==> config.mk <==
export PLATFORM = sky130hd
export DESIGN_NAME = fp12_accumulator
export DESIGN_NICKNAME = d
export VERILOG_FILES = /design/src/rtl/fp12_pkg.sv /design/src/rtl/fp12_accumulator.sv
export SDC_FILE = /design/constraint.sdc
export NUM_CORES = 1
export LEC_CHECK = 0
export CAP_MARGIN = 0
export CORE_MARGIN = 10
export CORE_UTILIZATION = 42
export CTS_CLUSTER_SIZE = 28
export DETAILED_ROUTE_END_ITERATION = 10
export PLACE_DENSITY = 0.8
export SYNTH_ARGS = -nofsm -noshare
export SYNTH_HDL_FRONTEND = slang
export SYNTH_SLANG_ARGS = --single-unit
export TNS_END_PERCENT = 10
==> constraint.sdc <==
create_clock -name clk -period 2.23 [get_ports clk]
set_input_delay 0.3345 -clock clk [delete_from_list [all_inputs] [get_ports clk]]
set_output_delay 0.3345 -clock clk [all_outputs]
set_load 0.01 [all_outputs]
==> src/rtl/fp12_pkg.sv <==
// rtl/fp12_pkg.sv - FP12 field layout, constants and accumulator FSM states
package fp12_pkg;

   localparam int SIGN_BIT = 11;
   localparam int EXP_MSB  = 10;
   localparam int EXP_LSB  = 7;
   localparam int MAN_MSB  = 6;
   localparam int MAN_LSB  = 0;

   localparam logic [11:0] FP12_POS_ZERO = 12'h000;

   typedef enum logic [1:0] {
      IDLE   = 2'd0,
      ACCEPT = 2'd1,
      ADD    = 2'd2,
      DONE   = 2'd3
   } acc_state_t;

   function automatic logic [11:0] fp12_negate(input logic [11:0] v);
      logic [11:0] r;
      r           = v;
      r[SIGN_BIT] = ~v[SIGN_BIT];
      return r;
   endfunction

endpackage

==> src/rtl/fp12_accumulator.sv <==
// rtl/fp12_accumulator.sv - sequences a stream of FP12 terms through an external adder
module fp12_accumulator
   import fp12_pkg::*;
#(
   parameter int LEN_W = 4
) (
   input  logic             clk,
   input  logic             rst_n,
   input  logic             start,
   input  logic [LEN_W-1:0] len,
   input  logic             sub_mode,
   input  logic             in_valid,
   input  logic [11:0]      in_data,
   output logic             in_ready,
   output logic [11:0]      add_x,
   output logic [11:0]      add_y,
   output logic             add_sub,
   input  logic [11:0]      add_result,
   output logic             out_valid,
   output logic [11:0]      out_data,
   input  logic             out_ready,
   output logic             busy
);

   acc_state_t       r_state;
   logic [11:0]      r_acc;
   logic [11:0]      r_opnd;
   logic [LEN_W-1:0] r_remaining;
   logic             r_first;
   logic             r_sub_q;
   logic             w_last;

   assign w_last    = (r_remaining == LEN_W'(1));

   assign in_ready  = (r_state == ACCEPT);
   assign out_valid = (r_state == DONE);
   assign busy      = (r_state != IDLE);
   assign add_x     = r_acc;
   assign add_y     = r_opnd;
   assign add_sub   = r_sub_q & (r_state == ADD);
   assign out_data  = r_acc;

   always_ff @(posedge clk) begin
      if (!rst_n) begin
         r_state     <= IDLE;
         r_acc       <= FP12_POS_ZERO;
         r_opnd      <= FP12_POS_ZERO;
         r_remaining <= '0;
         r_first     <= 1'b0;
         r_sub_q     <= 1'b0;
      end else begin
         case (r_state)
            IDLE: begin
               if (start) begin
                  r_sub_q     <= sub_mode;
                  r_remaining <= len;
                  r_acc       <= FP12_POS_ZERO;
                  r_first     <= 1'b1;
                  r_state     <= (len == '0) ? DONE : ACCEPT;
               end
            end
            ACCEPT: begin
               if (in_valid) begin
                  // First term loads the sum directly so the adder never sees a zero operand.
                  if (r_first) begin
                     r_acc       <= r_sub_q ? fp12_negate(in_data) : in_data;
                     r_first     <= 1'b0;
                     r_remaining <= r_remaining - LEN_W'(1);
                     r_state     <= w_last ? DONE : ACCEPT;
                  end else begin
                     r_opnd  <= in_data;
                     r_state <= ADD;
                  end
               end
            end
            ADD: begin
               r_acc       <= add_result;
               r_remaining <= r_remaining - LEN_W'(1);
               r_state     <= w_last ? DONE : ACCEPT;
            end
            DONE: begin
               if (out_ready) begin
                  r_state <= IDLE;
               end
            end
            default: r_state <= IDLE;
         endcase
      end
   end

endmodule

After elaboration in Yosys (flattened, before gate mapping)
Index checks and enable logic that the tools add are counted.

Register bits: 32. Bits of input ports: 34. Output and inout port bits: 40. Word-level logic and storage cells: 47.

Add/subtract/negate cells: 1. Muxes and demuxes: 19. Reductions and logical operators: 10. Bitwise operators: 3. Equality and inequality tests: 8.

Operators by type and width (count): 12-bit two-way mux (4); 12-bit case mux with 3 select lines (1); 2-bit two-way mux (6); 4-bit two-way mux (3); 4-bit case mux with 3 select lines (1); 3-bit AND reduction (3); 2-bit case mux with 4 select lines (1); 2-bit equality test (second input constant) (2); 4-bit by 1-bit equality test with 1-bit output (second input constant) (1); 4-bit logical NOT (1); 2-bit by 1-bit inequality test with 1-bit output (second input constant) (2); 2-bit inequality test (second input constant) (2); 4-bit AND reduction (1); 2-bit nonzero test (2); 4-bit by 1-bit subtractor with 4-bit output (second input constant) (1); 3-bit nonzero test (1); 2-bit by 1-bit equality test with 1-bit output (second input constant) (1); 2-bit logical NOT (1); 1-bit two-way mux (2); 1-bit NOT (2); 1-bit case mux with 2 select lines (1); 2-bit AND reduction (1); 1-bit AND (1).

Logic depth before layout (Yosys ltp)
Depth in word-level cells: 5. Depth in mapped cells: 7. Mapped depth without buffers: 6.

Worst setup path after synthesis
OpenSTA, ideal clock, no wires.

Path kind: register -> register. Start: register r_state[0]. End: register r_acc[11], in the netlist add_x[11]. Path buffers: 1. Stages on the path, launching flop included: 8. Required time: 2.098 ns. Clock period less this slack: 1.638 ns. Slack: 0.592 ns. Data arrival time: 1.505 ns. Setup time: 0.132 ns. Cell sequence: dfxtp_1 -> inv_1 -> ha_1 -> nor2b_2 -> a211o_2 -> buf_4 -> nand2_1 -> a21oi_1.

Longest elaborated chain between the ends: 3. Elaborated cells on any way between the ends: 9. Those cells by class: eq/ne (5); mux (1); reduce/logical (3).

Ends and longest elaborated chain: start, declared (line fp12_accumulator.sv:25) `acc_state_t r_state;`; start signal, assigned (line fp12_accumulator.sv:59) `r_state <= (len == '0) ? DONE : ACCEPT;`; start signal, assigned (line fp12_accumulator.sv:69) `r_state <= w_last ? DONE : ACCEPT;`; start signal, assigned (line fp12_accumulator.sv:79) `r_state <= w_last ? DONE : ACCEPT;`; 2-bit by 1-bit equality test with 1-bit output (tied with other cells) (line fp12_accumulator.sv:52) `case (r_state)`; 2-bit by 1-bit inequality test with 1-bit output (no source line) (tied with other cells); 4-bit AND reduction (no source line); end signal, assigned (line fp12_accumulator.sv:66) `r_acc <= r_sub_q ? fp12_negate(in_data) : in_data;`; end signal, assigned (line fp12_accumulator.sv:77) `r_acc <= add_result;`; end, declared (line fp12_accumulator.sv:26) `logic [11:0] r_acc;`.

Parallel ways exist; a longest one is shown, timed or not. A chain may end at the register's enable or synchronous reset.

Worst setup path after layout
Start: register r_state[1]. End: output in_ready.

Longest elaborated chain between the ends: 1.

Ends and longest elaborated chain: 2-bit by 1-bit equality test with 1-bit output (line fp12_accumulator.sv:35) `assign in_ready = (r_state == ACCEPT);`; end, declared (line fp12_accumulator.sv:14) `output logic in_ready,`.

Every way passes these cells.

==> impl_metrics.py <==
metrics = {
    "run_status": {
        "outcome": "finished, final reports clean",
    },
    "yosys": {
        "synthCells": 196,
        "largest_area_contributor_in_the_netlist": "sky130_fd_sc_hd__dfxtp_1",
        "synth_sequential_area_ratio_pct": 38.3,
        "synthesis.nets": 238,
        "yosys.area.top_type_share_pct": 38.3,
        "ys_ff_latch": 32,
        "synth-edff-count": 0,
        "syn_avg_cell_area_um2": 8.54,
        "syn_area_mm2": 0.00167,
        "synthArstFlopShare_pct": 0,
        "yosys-top-cells-area": "sky130_fd_sc_hd__dfxtp_1 38%, sky130_fd_sc_hd__mux2i_1 7.2%, sky130_fd_sc_hd__buf_4 6.7%, sky130_fd_sc_hd__a21oi_1 6.0%, sky130_fd_sc_hd__ha_1 6.0%",
        "yosys_warnings": 0,
        "synthFlopType": "sky130_fd_sc_hd__dfxtp_1",
        "synthDistinctLibCells": 34,
    },
    "cells_and_area": {
        "register_area_um2": 641,
        "post_route_cells_drive_above_1_share_pct": 7.31,
        "fillers": 345,
        "design.final.nets": 301,
        "layout.core_utilization_pct": 65.8,
        "multiInputGateArea_um2": 835,
        "antennaDiodeCount": 0,
        "instances_no_fill": 308,
        "final_cell_area_mm2": 0.00246,
        "synthToLayoutAreaGrowth_pct": 47.2,
    },
    "sta": {
        "timing.fmax_ghz": 0.486,
        "finalHoldViolCount": 0,
        "slew_headroom_pct": 75.5,
        "finClkSkew_ns": 0.00615,
        "tns_ns": 0,
        "final-max-slew-violation-count": 0,
        "worst_hold_margin_ns": 0.468,
        "report.final.setup_viol": 0,
        "rsz0062_at_grt": "false",
        "min_period_over_period_pct": 92.3,
        "final.min_clock_period_ns": 2.06,
        "worst_slew_pin_slew_ns": 0.359,
    },
    "global_routing": {
        "residual_overflow_from_global_routing": 0,
        "initial_antenna_violation_count": 0,
        "grt_start_max_net_pins": 23,
        "globalRouteTotalUtil_pct": 13.5,
        "first_global_vias": 1543,
        "grt_first_pass_wirelength_um": 7760,
    },
    "clock_tree": {
        "hold_buffers": 0,
        "clk_pin_slew_ns": 0.07,
        "cts_max_level": 2,
        "cts_post_setup_buffers_inserted": 0,
        "insertion_delay_ns": 0.28,
        "clock_sink_count": 32,
        "clock_buffer_count_from_cts": 5,
        "cts_max_path_buffers": 2,
        "tritoncts": "yes",
        "cts_root_buf": "sky130_fd_sc_hd__clkbuf_8",
        "post_cts.resized_instances": 0,
    },
    "setup_path": {
        "timing.critical_path.arrival_ns": 1.72,
        "crit_path_max_fanout": 7,
        "end_kind": "output port",
        "critPathRequiredTime_ns": 1.90,
        "timing.critical_path.from_type": "flop",
        "worstSetupPathType": "reg -> out",
    },
    "detailed_routing": {
        "routed-via-count": 1583,
        "routed_wire_length_per_instance_um": 15.7,
        "routed_wirelength_um": 4830,
        "first_pass_drt_iterations": 4,
        "route.detailed.drc": 0,
        "initialDrtViolationCount": 60,
        "number_of_vias_per_cell_after_detailed_routing": 5.14,
        "drt.antenna.violating_nets": 0,
    },
    "pwr": {
        "pwr-share-clk_pct": 20.2,
        "p_comb_share_pct": 50.8,
        "power-per-cell-area_mw_per_mm2": 1120,
        "power.sequential.fraction_pct": 29.0,
        "worst_ir_drop_vdd_mv": 0.779,
        "internal_power_uw": 1690,
        "cellLeakagePower_uw": 0.000997,
        "power.net_switching_uw": 1070,
        "power.switching_fraction_pct": 38.9,
    },
    "floorplanning": {
        "floorplan.rows": 22,
        "floorplan.initialDensity_pct": 44.7,
        "design.portCount": 74,
        "die_area_mm2": 0.00691,
        "die_x_um": 83.1,
        "core_region_area_mm2": 0.00374,
        "chipHeight_um": 83.1,
    },
    "place": {
        "place.gp.congestion": 0.789,
        "detailed_place.area_mm2": 0.00235,
        "placedCellCount": 300,
        "detailedPlacementHpwl_um": 3820,
        "port_buffers": 73,
    },
    "hold_path": {
        "hold_path.class": "reg -> reg",
    },
    "run": {
        "timing.max_cap.violations": 0,
    },
}
## path summary, 6_finish.rpt
| check | depth (start not counted) | to | slack [ns] | from |
|---|---|---|---|---|
| worst min-delay path | 2 | add_x[4] | 0.47 | add_x[4] |
| worst min register to register | 2 | add_x[4] | 0.47 | add_x[4] |
| worst max-delay path | 3 | in_ready | 0.17 | r_state[1] |
| worst max register to register | 6 | r_remaining[3] | 0.39 | r_state[0] |
## state kept, by name, summed over array words and instances, names as in the netlist
signal	cells
r_remaining	4
r_sub_q	1
r_first	1
add_y	12
r_state	2
add_x	12
## synth_stat cells (6+ instances only)
cell,number
sky130_fd_sc_hd__a21oi_1,20
sky130_fd_sc_hd__a22o_1,11
sky130_fd_sc_hd__buf_4,15
sky130_fd_sc_hd__clkbuf_1,6
sky130_fd_sc_hd__dfxtp_1,32
sky130_fd_sc_hd__ha_1,8
sky130_fd_sc_hd__inv_1,10
sky130_fd_sc_hd__mux2i_1,12
sky130_fd_sc_hd__nand2_1,20
sky130_fd_sc_hd__nand3_1,14
sky130_fd_sc_hd__nor2_1,16
sky130_fd_sc_hd__o21ai_0,7
## critical path, stage by stage (launching register included)
cell and delay [ns]:
sky130_fd_sc_hd__dfxtp_1 0.36, sky130_fd_sc_hd__inv_1 0.13, sky130_fd_sc_hd__ha_1 0.35, sky130_fd_sc_hd__clkdlybuf4s50_1 0.60
## logic make-up (layout without fill, tap and decap cells)
kind of cell               after synthesis  in the layout  synth area share (%)
AOI/OAI and AO/OA                       49             49                  20.0
DFF                                     32             32                  38.3
muxes                                   12             12                  7.18
adders and majority gates                8              8                  5.98
xor gates and xnor gates                 1              1                 0.523
buffers and inverters                   34             98                  11.9
and+or+nand+nor                         60             60                  16.2
## stage by stage
stage                     setup WS (ns)  total power [uW]
final                             0.172              2760
after global routing             0.0878              2950
after CTS                         0.153              2770
after detailed placement          0.373              2210
after global placement            0.397              2190
after floorplan                   0.592              1790
## layout by cell type (no fill, tap or decap), types with 2 or more instances in the layout
| cell | Yosys | routed |
|---|---|---|
| sky130_fd_sc_hd__dfxtp_1 | 32 | 32 |
| sky130_fd_sc_hd__a22o_1 | 11 | 11 |
| sky130_fd_sc_hd__nand2_1 | 20 | 20 |
| sky130_fd_sc_hd__clkdlybuf4s50_1 | 0 | 73 |
| sky130_fd_sc_hd__clkbuf_8 | 0 | 5 |
| sky130_fd_sc_hd__nand2b_1 | 2 | 2 |
| sky130_fd_sc_hd__buf_4 | 15 | 6 |
| sky130_fd_sc_hd__nand3_1 | 14 | 14 |
| sky130_fd_sc_hd__inv_1 | 10 | 10 |
| sky130_fd_sc_hd__mux2i_1 | 12 | 12 |
| sky130_fd_sc_hd__nor4_1 | 2 | 2 |
| sky130_fd_sc_hd__ha_1 | 8 | 8 |
| sky130_fd_sc_hd__nor2_1 | 16 | 16 |
| sky130_fd_sc_hd__o21ai_0 | 7 | 7 |
| sky130_fd_sc_hd__a21oi_1 | 20 | 20 |
## power groups by stage
stage	clock network [uW]	logic, uW	registers [uW]
after floorplan	0	978	813
after global placement	0	1380	805
after detailed placement	0	1400	811
after CTS	565	1410	799
after global routing	584	1550	819
final	557	1400	801
## per-layer routing
metal  up-vias  part of all wire [%]  global-route usage, %
met5         -                     0                      0
met4         0                   2.5                   7.23
met1       729                    42                   15.6
met2        51                    49                   21.2
met3         9                   6.3                   4.69
li1        794                     -                      -
## final cells by class
class / instances / area share, %
inverters: 11 / 1.68
multi-input cells: 130 / 33.9
clock buffers: 5 / 2.79
well taps: 48 / 2.44
repair buffers: 79 / 31.5
flip-flops and latches: 32 / 26.0
clock inverters: 3 / 1.73
Note: power is estimated with default switching activity, not from simulation.
